<file path="src/rtl/booth_seq_mul.sv">
// booth_seq_mul: multi-cycle radix-4 Booth multiplier for the MUL path.
// Retires one Booth digit per clock. Operands are captured on start in IDLE.
// The product appears on z together with a one-cycle done pulse.
//
// Parameters:
//   WIDTH   operand width (even, >= 4); the product is 2*WIDTH bits
//   DIGITS  WIDTH/2+1 Booth digits (derived, local)
//
// Ports:
//   clk        rising-edge clock
//   reset_n    asynchronous active-low reset; aborts any operation in flight
//   start      request, sampled only in IDLE
//   is_signed  1 = two's-complement operands, 0 = unsigned (captured with start)
//   Q          multiplicand (captured with start)
//   b          multiplier   (captured with start)
//   busy       high while digits are being retired
//   done       one-cycle pulse when z is updated
//   z          product; holds the last result until the next done
//
// Optional feature (compile-time macro BOOTH_SEQ_MUL_EARLY_TERM_EN):
//   The block leaves RUN early when all remaining multiplier bits are equal.
//   Remaining digits are then all zero, so the result does not change.
module booth_seq_mul #(
  parameter int unsigned WIDTH = 32
) (
  input  logic               clk,
  input  logic               reset_n,
  input  logic               start,
  input  logic               is_signed,
  input  logic [WIDTH-1:0]   Q,
  input  logic [WIDTH-1:0]   b,
  output logic               busy,
  output logic               done,
  output logic [2*WIDTH-1:0] z
);

  localparam int unsigned DIGITS = WIDTH / 2 + 1;
  localparam int unsigned ACC_W  = 2 * WIDTH + 4;
  // Extended multiplier (WIDTH+2) plus the implicit zero below bit 0.
  localparam int unsigned RSH_W  = WIDTH + 3;
  localparam int unsigned CNT_W  = $clog2(DIGITS);

  typedef enum logic [1:0] {
    ST_IDLE,
    ST_RUN,
    ST_FINISH
  } state_t;

  state_t             state_q, state_d;
  logic [ACC_W-1:0]   acc_q, acc_d;
  logic [ACC_W-1:0]   m_q, m_d;     // multiplicand, pre-shifted by 2i
  logic [RSH_W-1:0]   r_q, r_d;     // multiplier, window always in [2:0]
  logic [CNT_W-1:0]   cnt_q, cnt_d;
  logic               busy_d;
  logic               done_d;
  logic [2*WIDTH-1:0] z_d;

  logic [ACC_W-1:0]   m2;
  logic [ACC_W-1:0]   pp;
  logic               last_digit;
  logic               rest_uniform;

  assign m2         = {m_q[ACC_W-2:0], 1'b0};
  assign last_digit = (cnt_q == CNT_W'(DIGITS - 1));

  // r_q is shifted arithmetically, so the fill bits copy the top multiplier
  // bit and r_q[RSH_W-1:2] covers exactly the not-yet-consumed bits.
`ifdef BOOTH_SEQ_MUL_EARLY_TERM_EN
  assign rest_uniform = (r_q[RSH_W-1:2] == '0) || (&r_q[RSH_W-1:2]);
`else
  assign rest_uniform = 1'b0;
`endif

  // Radix-4 Booth recoding of the current 3-bit window.
  always_comb begin
    pp = '0;
    unique case (r_q[2:0])
      3'b001, 3'b010: pp = m_q;
      3'b011:         pp = m2;
      3'b100:         pp = ~m2 + ACC_W'(1);
      3'b101, 3'b110: pp = ~m_q + ACC_W'(1);
      default:        pp = '0;
    endcase
  end

  // State register.
  always_ff @(posedge clk or negedge reset_n) begin
    if (!reset_n) begin
      state_q <= ST_IDLE;
    end else begin
      state_q <= state_d;
    end
  end

  // Next-state and next-register logic.
  always_comb begin
    state_d = state_q;
    acc_d   = acc_q;
    m_d     = m_q;
    r_d     = r_q;
    cnt_d   = cnt_q;
    busy_d  = busy;
    done_d  = 1'b0;
    z_d     = z;

    unique case (state_q)
      ST_IDLE: begin
        if (start) begin
          m_d     = {{(ACC_W - WIDTH){is_signed & Q[WIDTH-1]}}, Q};
          r_d     = {{2{is_signed & b[WIDTH-1]}}, b, 1'b0};
          acc_d   = '0;
          cnt_d   = '0;
          busy_d  = 1'b1;
          state_d = ST_RUN;
        end
      end

      ST_RUN: begin
        acc_d = acc_q + pp;
        m_d   = {m_q[ACC_W-3:0], 2'b00};
        r_d   = {{2{r_q[RSH_W-1]}}, r_q[RSH_W-1:2]};
        cnt_d = cnt_q + CNT_W'(1);
        if (last_digit || rest_uniform) begin
          busy_d  = 1'b0;
          state_d = ST_FINISH;
        end
      end

      ST_FINISH: begin
        z_d     = acc_q[2*WIDTH-1:0];
        done_d  = 1'b1;
        state_d = ST_IDLE;
      end

      default: begin
        busy_d  = 1'b0;
        state_d = ST_IDLE;
      end
    endcase
  end

  // Datapath and output registers.
  always_ff @(posedge clk or negedge reset_n) begin
    if (!reset_n) begin
      acc_q <= '0;
      m_q   <= '0;
      r_q   <= '0;
      cnt_q <= '0;
      busy  <= 1'b0;
      done  <= 1'b0;
      z     <= '0;
    end else begin
      acc_q <= acc_d;
      m_q   <= m_d;
      r_q   <= r_d;
      cnt_q <= cnt_d;
      busy  <= busy_d;
      done  <= done_d;
      z     <= z_d;
    end
  end

endmodule

</file>
<file path="config.mk">
export PLATFORM = sky130hd
export DESIGN_NAME = booth_seq_mul
export DESIGN_NICKNAME = d
export VERILOG_FILES = /design/src/rtl/booth_seq_mul.sv
export SDC_FILE = /design/constraint.sdc
export NUM_CORES = 1
export LEC_CHECK = 0
export CORE_MARGIN = 4
export CORE_UTILIZATION = 55
export DETAILED_ROUTE_END_ITERATION = 12
export GPL_ROUTABILITY_DRIVEN = 1
export PLACE_DENSITY = 0.88
export SYNTH_ARGS = -nofsm -noshare
export SYNTH_HDL_FRONTEND = slang
export SYNTH_SLANG_ARGS = --single-unit
export TNS_END_PERCENT = 100
</file>
<file path="constraint.sdc">
create_clock -name clk -period 7.5 [get_ports clk]
set_input_delay 1.875 -clock clk [delete_from_list [all_inputs] [get_ports clk]]
set_output_delay 1.875 -clock clk [all_outputs]
set_load 0.005 [all_outputs]
</file>
Word-level counts from Yosys, hierarchy flattened
Index checks and enable logic that the tools add are counted.
W data, S select, Z words.
Cells by class
  $add $sub $neg: 4
  eq/ne operators: 11
  bitwise operators: 6
  reduce and logical (&&, ||, !) cells: 8
  muxes and demuxes: 16
Operators by type and width (number)
  $pmux W68 S2: 2
  $pmux W68 S4: 1
  $add A68 B1 Y68 const B: 2
  $mux W68: 2
  $not A68 Y68: 2
  $pmux W35 S2: 1
  $add A68 B68 Y68: 1
  $mux W35: 1
  $pmux W5 S2: 1
  $eq A3 B3 Y1 const B: 3
  $eq A3 B2 Y1 const B: 2
  $reduce_and A3 Y1: 2
  $add A5 B1 Y5 const B: 1
  $eq A5 B5 Y1 const B: 1
  $mux W5: 1
  $mux W2: 2
  $ne A2 B2 Y1 const B: 2
  $pmux W2 S2: 1
  $reduce_and A2 Y1: 2
  $reduce_or A2 Y1: 2
  $eq A3 B1 Y1 const B: 1
  $mux W1: 3
  $pmux W1 S3: 1
  $and A1 B1 Y1: 2
  other kinds (5): 6
Storage, ports and cells
  flip-flop bits (word level): 244
  input bits: 68
  logic and storage cells: 54
  output and inout bits: 66

Depth between registers and ports, before layout
  depth after elaboration: 5
  gate-level depth with buffers: 24
  depth with buffers taken out: 23

Least setup slack after synthesis
OpenSTA, ideal clock, no wires.
  path type: reg2reg
  start: reg m_q[7]
  end: reg acc_q[60]
  required time: 7367 ps
  clock period less this slack: 5470 ps
  path slack: 2030 ps
  setup time: 133 ps
  stages on the path, launching flop included: 23
  buffers on the path: 1
  arrival: 5336 ps
  cells stage by stage: dfrtp_1 -> buf_2 -> or3_1 -> nor4_4 -> nand3_1 -> or3b_1 -> or3_1 -> or4_1 -> nand2_1 -> xnor2_1 -> a221oi_1 -> a31oi_1 -> ha_1 -> nand3_1 -> a21oi_1 -> or2_2 -> a221oi_1 -> o21ai_0 -> a221oi_1 -> o21ai_0 -> a221oi_1 -> xor2_1 -> o21ai_0
On the way
  longest elaborated chain between the ends: 5
  elaborated cells between the ends (all ways): 7
  classes of those cells: 3 x add/sub; 2 x mux; 2 x bitwise
RTL lines
  start: declaration: line 51  | logic [ACC_W-1:0] m_q, m_d;
  start signal: assignment: line 154  | m_q <= m_d;
  $not A68 Y68 (on tied branches): line 81, 80
  $add A68 B1 Y68 (on tied branches): line 81, 80
  $pmux W68 S4 (*): line 77  | unique case (r_q[2:0])
  $add A68 B68 Y68 (*): line 119  | acc_d = acc_q + pp;
  $pmux W68 S2 (*): line 106  | unique case (state_q)
  end signal: assignment: line 145  | acc_q <= '0;
  end signal: assignment: line 153  | acc_q <= acc_d;
  end: declaration: line 50  | logic [ACC_W-1:0] acc_q, acc_d;
Mark *: on every way between the ends. The rest lies on a longest branch, timed or not.
A chain may end at the register's enable or synchronous reset.

Worst setup path in the final report
  start: reg m_q[1]
  end: reg acc_q[60]
Same word-level chain as after synthesis.

==> out/metrics.yaml <==
detailed_routing:
  first_pass_iters: 6
  vias: 15200
  first_iter_violations: 2045
  drc: 0
  final_antenna_net_count: 0
  wirelength_um: 46600
  wl_per_cell_um: 20.0
  vias_per_cell: 6.51
worst_setup_path:
  regToRegStartpoint: "m_q[1]"
  cp_data_required_time_ns: 7.89
  cp.arrival_ns: 7.07
  cp_max_fo: 6
  cp_common_cell: "a221oi_1"
  worstReg2RegEnd: "acc_q[60]"
  r2r_slack_ns: 0.81
  worstPathCellList: "or3_1 -> nor4_2 -> nand3_1 -> or3b_1 -> or3_1 -> or4_1 -> nand2_1 -> xnor2_1 -> a221oi_1 -> a31oi_1 -> ha_1 -> a21oi_1 -> a21oi_1 -> or2_2 -> a221oi_1 -> o21ai_0 -> a221oi_1 -> o21ai_0 -> a221oi_1 -> xor2_1 -> o21ai_0"
  critPathMaxStageDelay_ns: 0.48
  worstSetupEndpointType: "register"
  r2r_cells: 21
  cp_slowest_cell: "or3_1"
  critPathKind: "reg2reg"
  crit_path_start_kind: "register"
clock_network:
  cts_setup_buffers: 0
  cts_hold_buf: 0
  clkSinkCount: 236
  htree_num_levels: 1
  clk_latency_ns: 0.56
  numCtsBuffers: 26
  root_buffer: "clkbuf_16"
  cts_tree: "yes"
  cts_buffer_depth: 3
  clk_pin_slew_worst_paths_ns: 0.07
  post_cts_resized: 0
floorplanning:
  fp.dieArea_um2: 32200
  die_h_um: 179
  die_w_um: 179
  io_pins: 134
  start_util_pct: 55.9
  coreArea_um2: 28900
  rows: 62
synth:
  syn_area_um2: 16100
  ys_seq_area_share_pct: 36.6
  netlist.area_leader.share_pct: 36.6
  syn_nets: 2034
  synth_cells: 1899
  synth_top_area_cell: "dfrtp_1"
  avgSynthCellArea_um2: 8.50
  synth_cell_types: 71
  synth_edf_count: 0
  yosysWarnings: 0
  post-synth-top-count-cell: "nand2_1"
  async_flop_share_pct: 100
  ys_top_cells_by_area: "dfrtp_1 (37%), o21ai_0 (7.6%), nand2_1 (6.3%)"
  ys_top_cells_by_count: "nand2_1 (270), o21ai_0 (246), dfrtp_1 (236)"
  synthFlopType: "dfrtp_1"
  ys_ff_latch: 236
global_route:
  grtUsageTotal_pct: 28.6
  grt-ovfl-total: 0
  antenna_found_initial: 0
  grt_first_pass_wirelength_um: 75700
  grt_pass1_vias: 14200
  grt_max_degree: 127
timing:
  period_share_pct: 89.1
  setup_viol: 0
  skew_ns: 0.0301
  clock.fmax_mhz: 150
  rsz0062_at_grt: "false"
  worst_pin_slew_ns: 1.22
  finalCriticalPeriod_ns: 6.69
  slew_violations: 0
  setup_slack_ns: 0.814
  relSlewSlack_pct: 17.9
  finalHoldViolCount: 0
  fin_tns_setup_ns: 0
final_layout:
  syn_to_final_growth_pct: 14.4
  diodes: 0
  nFillCells: 2406
  fin_nets: 2061
  layout-drive-gt1-share_pct: 8.17
worst_hold_path:
  worstHoldEndpoint: "r_q[3]"
  hold_depth: 2
  hp-class: "reg2reg"
  hold_start: "r_q[3]"
power:
  p_leak_nw: 7.65
  ir_worst_vdd_mv: 0.304
  finalPower_mw: 10.6
  power-per-cell-area_nw_per_um2: 573
placement:
  port_buffers: 133
  gp_congestion: 0.956
  dp_slack_ns: 1.02
  hpwl_um: 32500
outcome:
  outcome: "finished, final reports clean"
run:
  cap_viol_max_count: 0
how the worst max path moves through the flow:
stage / from / to / slack [ns] / cells after the start
2_1_floorplan: m_q[7] / acc_q[60] / 2.03 / 22
3_3_place_gp: m_q[1] / acc_q[60] / 1.26 / 21
3_5_place_dp: m_q[1] / acc_q[56] / 1.02 / 21
4_1_cts: m_q[1] / acc_q[60] / 0.98 / 21
5_1_grt: m_q[1] / acc_q[56] / 0.38 / 21
6_report: m_q[1] / acc_q[60] / 0.81 / 21
layout by cell type, fill, tap and decap left out, drive strengths merged, types with 13 or more instances in the layout:
| cell | n |
|---|---|
| buf | 27 |
| nor2 | 87 |
| o21bai | 26 |
| xor2 | 65 |
| a21oi | 111 |
| ha | 66 |
| a221o | 34 |
| o21ai | 246 |
| xnor2 | 68 |
| nand2b | 13 |
| nand4 | 19 |
| clkbuf | 35 |
| clkdlybuf4s50 | 132 |
| dfrtp | 236 |
| a21o | 31 |
| mux2 | 64 |
| a221oi | 22 |
| nand3 | 30 |
| inv | 28 |
| or3 | 33 |
| a22oi | 102 |
| nand2 | 270 |
| nor3 | 30 |
per-stage QoR:
| step | hold WS (ns) | cells | cell area, um^2 | util [%] |
|---|---|---|---|---|
| 2_1_floorplan | 0.450 | 1899 | 16100 | - |
| 3_3_place_gp | 0.462 | 2282 | 17600 | 61.0 |
| 3_5_place_dp | 0.470 | 2282 | 17600 | 61.0 |
| 4_1_cts | 0.484 | 2330 | 18500 | 64.0 |
| 5_1_grt | 0.501 | 2330 | 18500 | 64.0 |
| 6_report | 0.483 | 2330 | 18500 | 64.0 |
kinds of logic (layout without fill, tap and decap cells):
logic type	after synthesis	count (layout)	share of synthesized area, %
AOI/OAI and AO/OA	655	655	25.8
and+or+nand+nor	555	555	16.1
DFF	236	236	36.6
buffers and inverters	186	233	4.39
xor gates and xnor gates	133	133	7.21
adders and majority gates	67	67	5.24
muxes	67	67	4.65
power breakdown:
group	internal [mW]	switching, mW
combinational	2.84	3.91
sequential	1.90	0.620
clock	0.778	0.543
total	5.52	5.07
layer usage:
layer,share of wire (%),up-vias,GRT usage [%]
met3,10,122,5.71
li1,-,7002,-
met1,42,7212,40.9
met4,2.9,0,8.19
met2,45,821,44.6
met5,0,-,0
critical path, delay by kind of cell (launching register included):
kind,cells,cell delay [ns]
fa+ha+maj,1,0.25
flops,1,0.44
simple gates,8,2.88
xor+xnor,2,0.26
compound gates,10,2.68
state kept, by name, summed over array words and instances, names as in the netlist:
name     count
acc_q       64
busy         1
cnt_q        5
done         1
m_q         64
r_q         35
state_q      2
z           64
final cells by class:
| class | instances | area, um^2 | share of cell area [%] |
|---|---|---|---|
| Inverter | 26 | 97.6 | 0.528 |
| Multi-Input combinational cell | 1477 | 9570 | 51.8 |
| Clock inverter | 13 | 165 | 0.894 |
| Tap cell | 384 | 480 | 2.60 |
| Sequential cell | 236 | 5910 | 32.0 |
| Clock buffer | 35 | 714 | 3.87 |
| Timing Repair Buffer | 159 | 1530 | 8.29 |
Power figures use the tool's default switching activity.
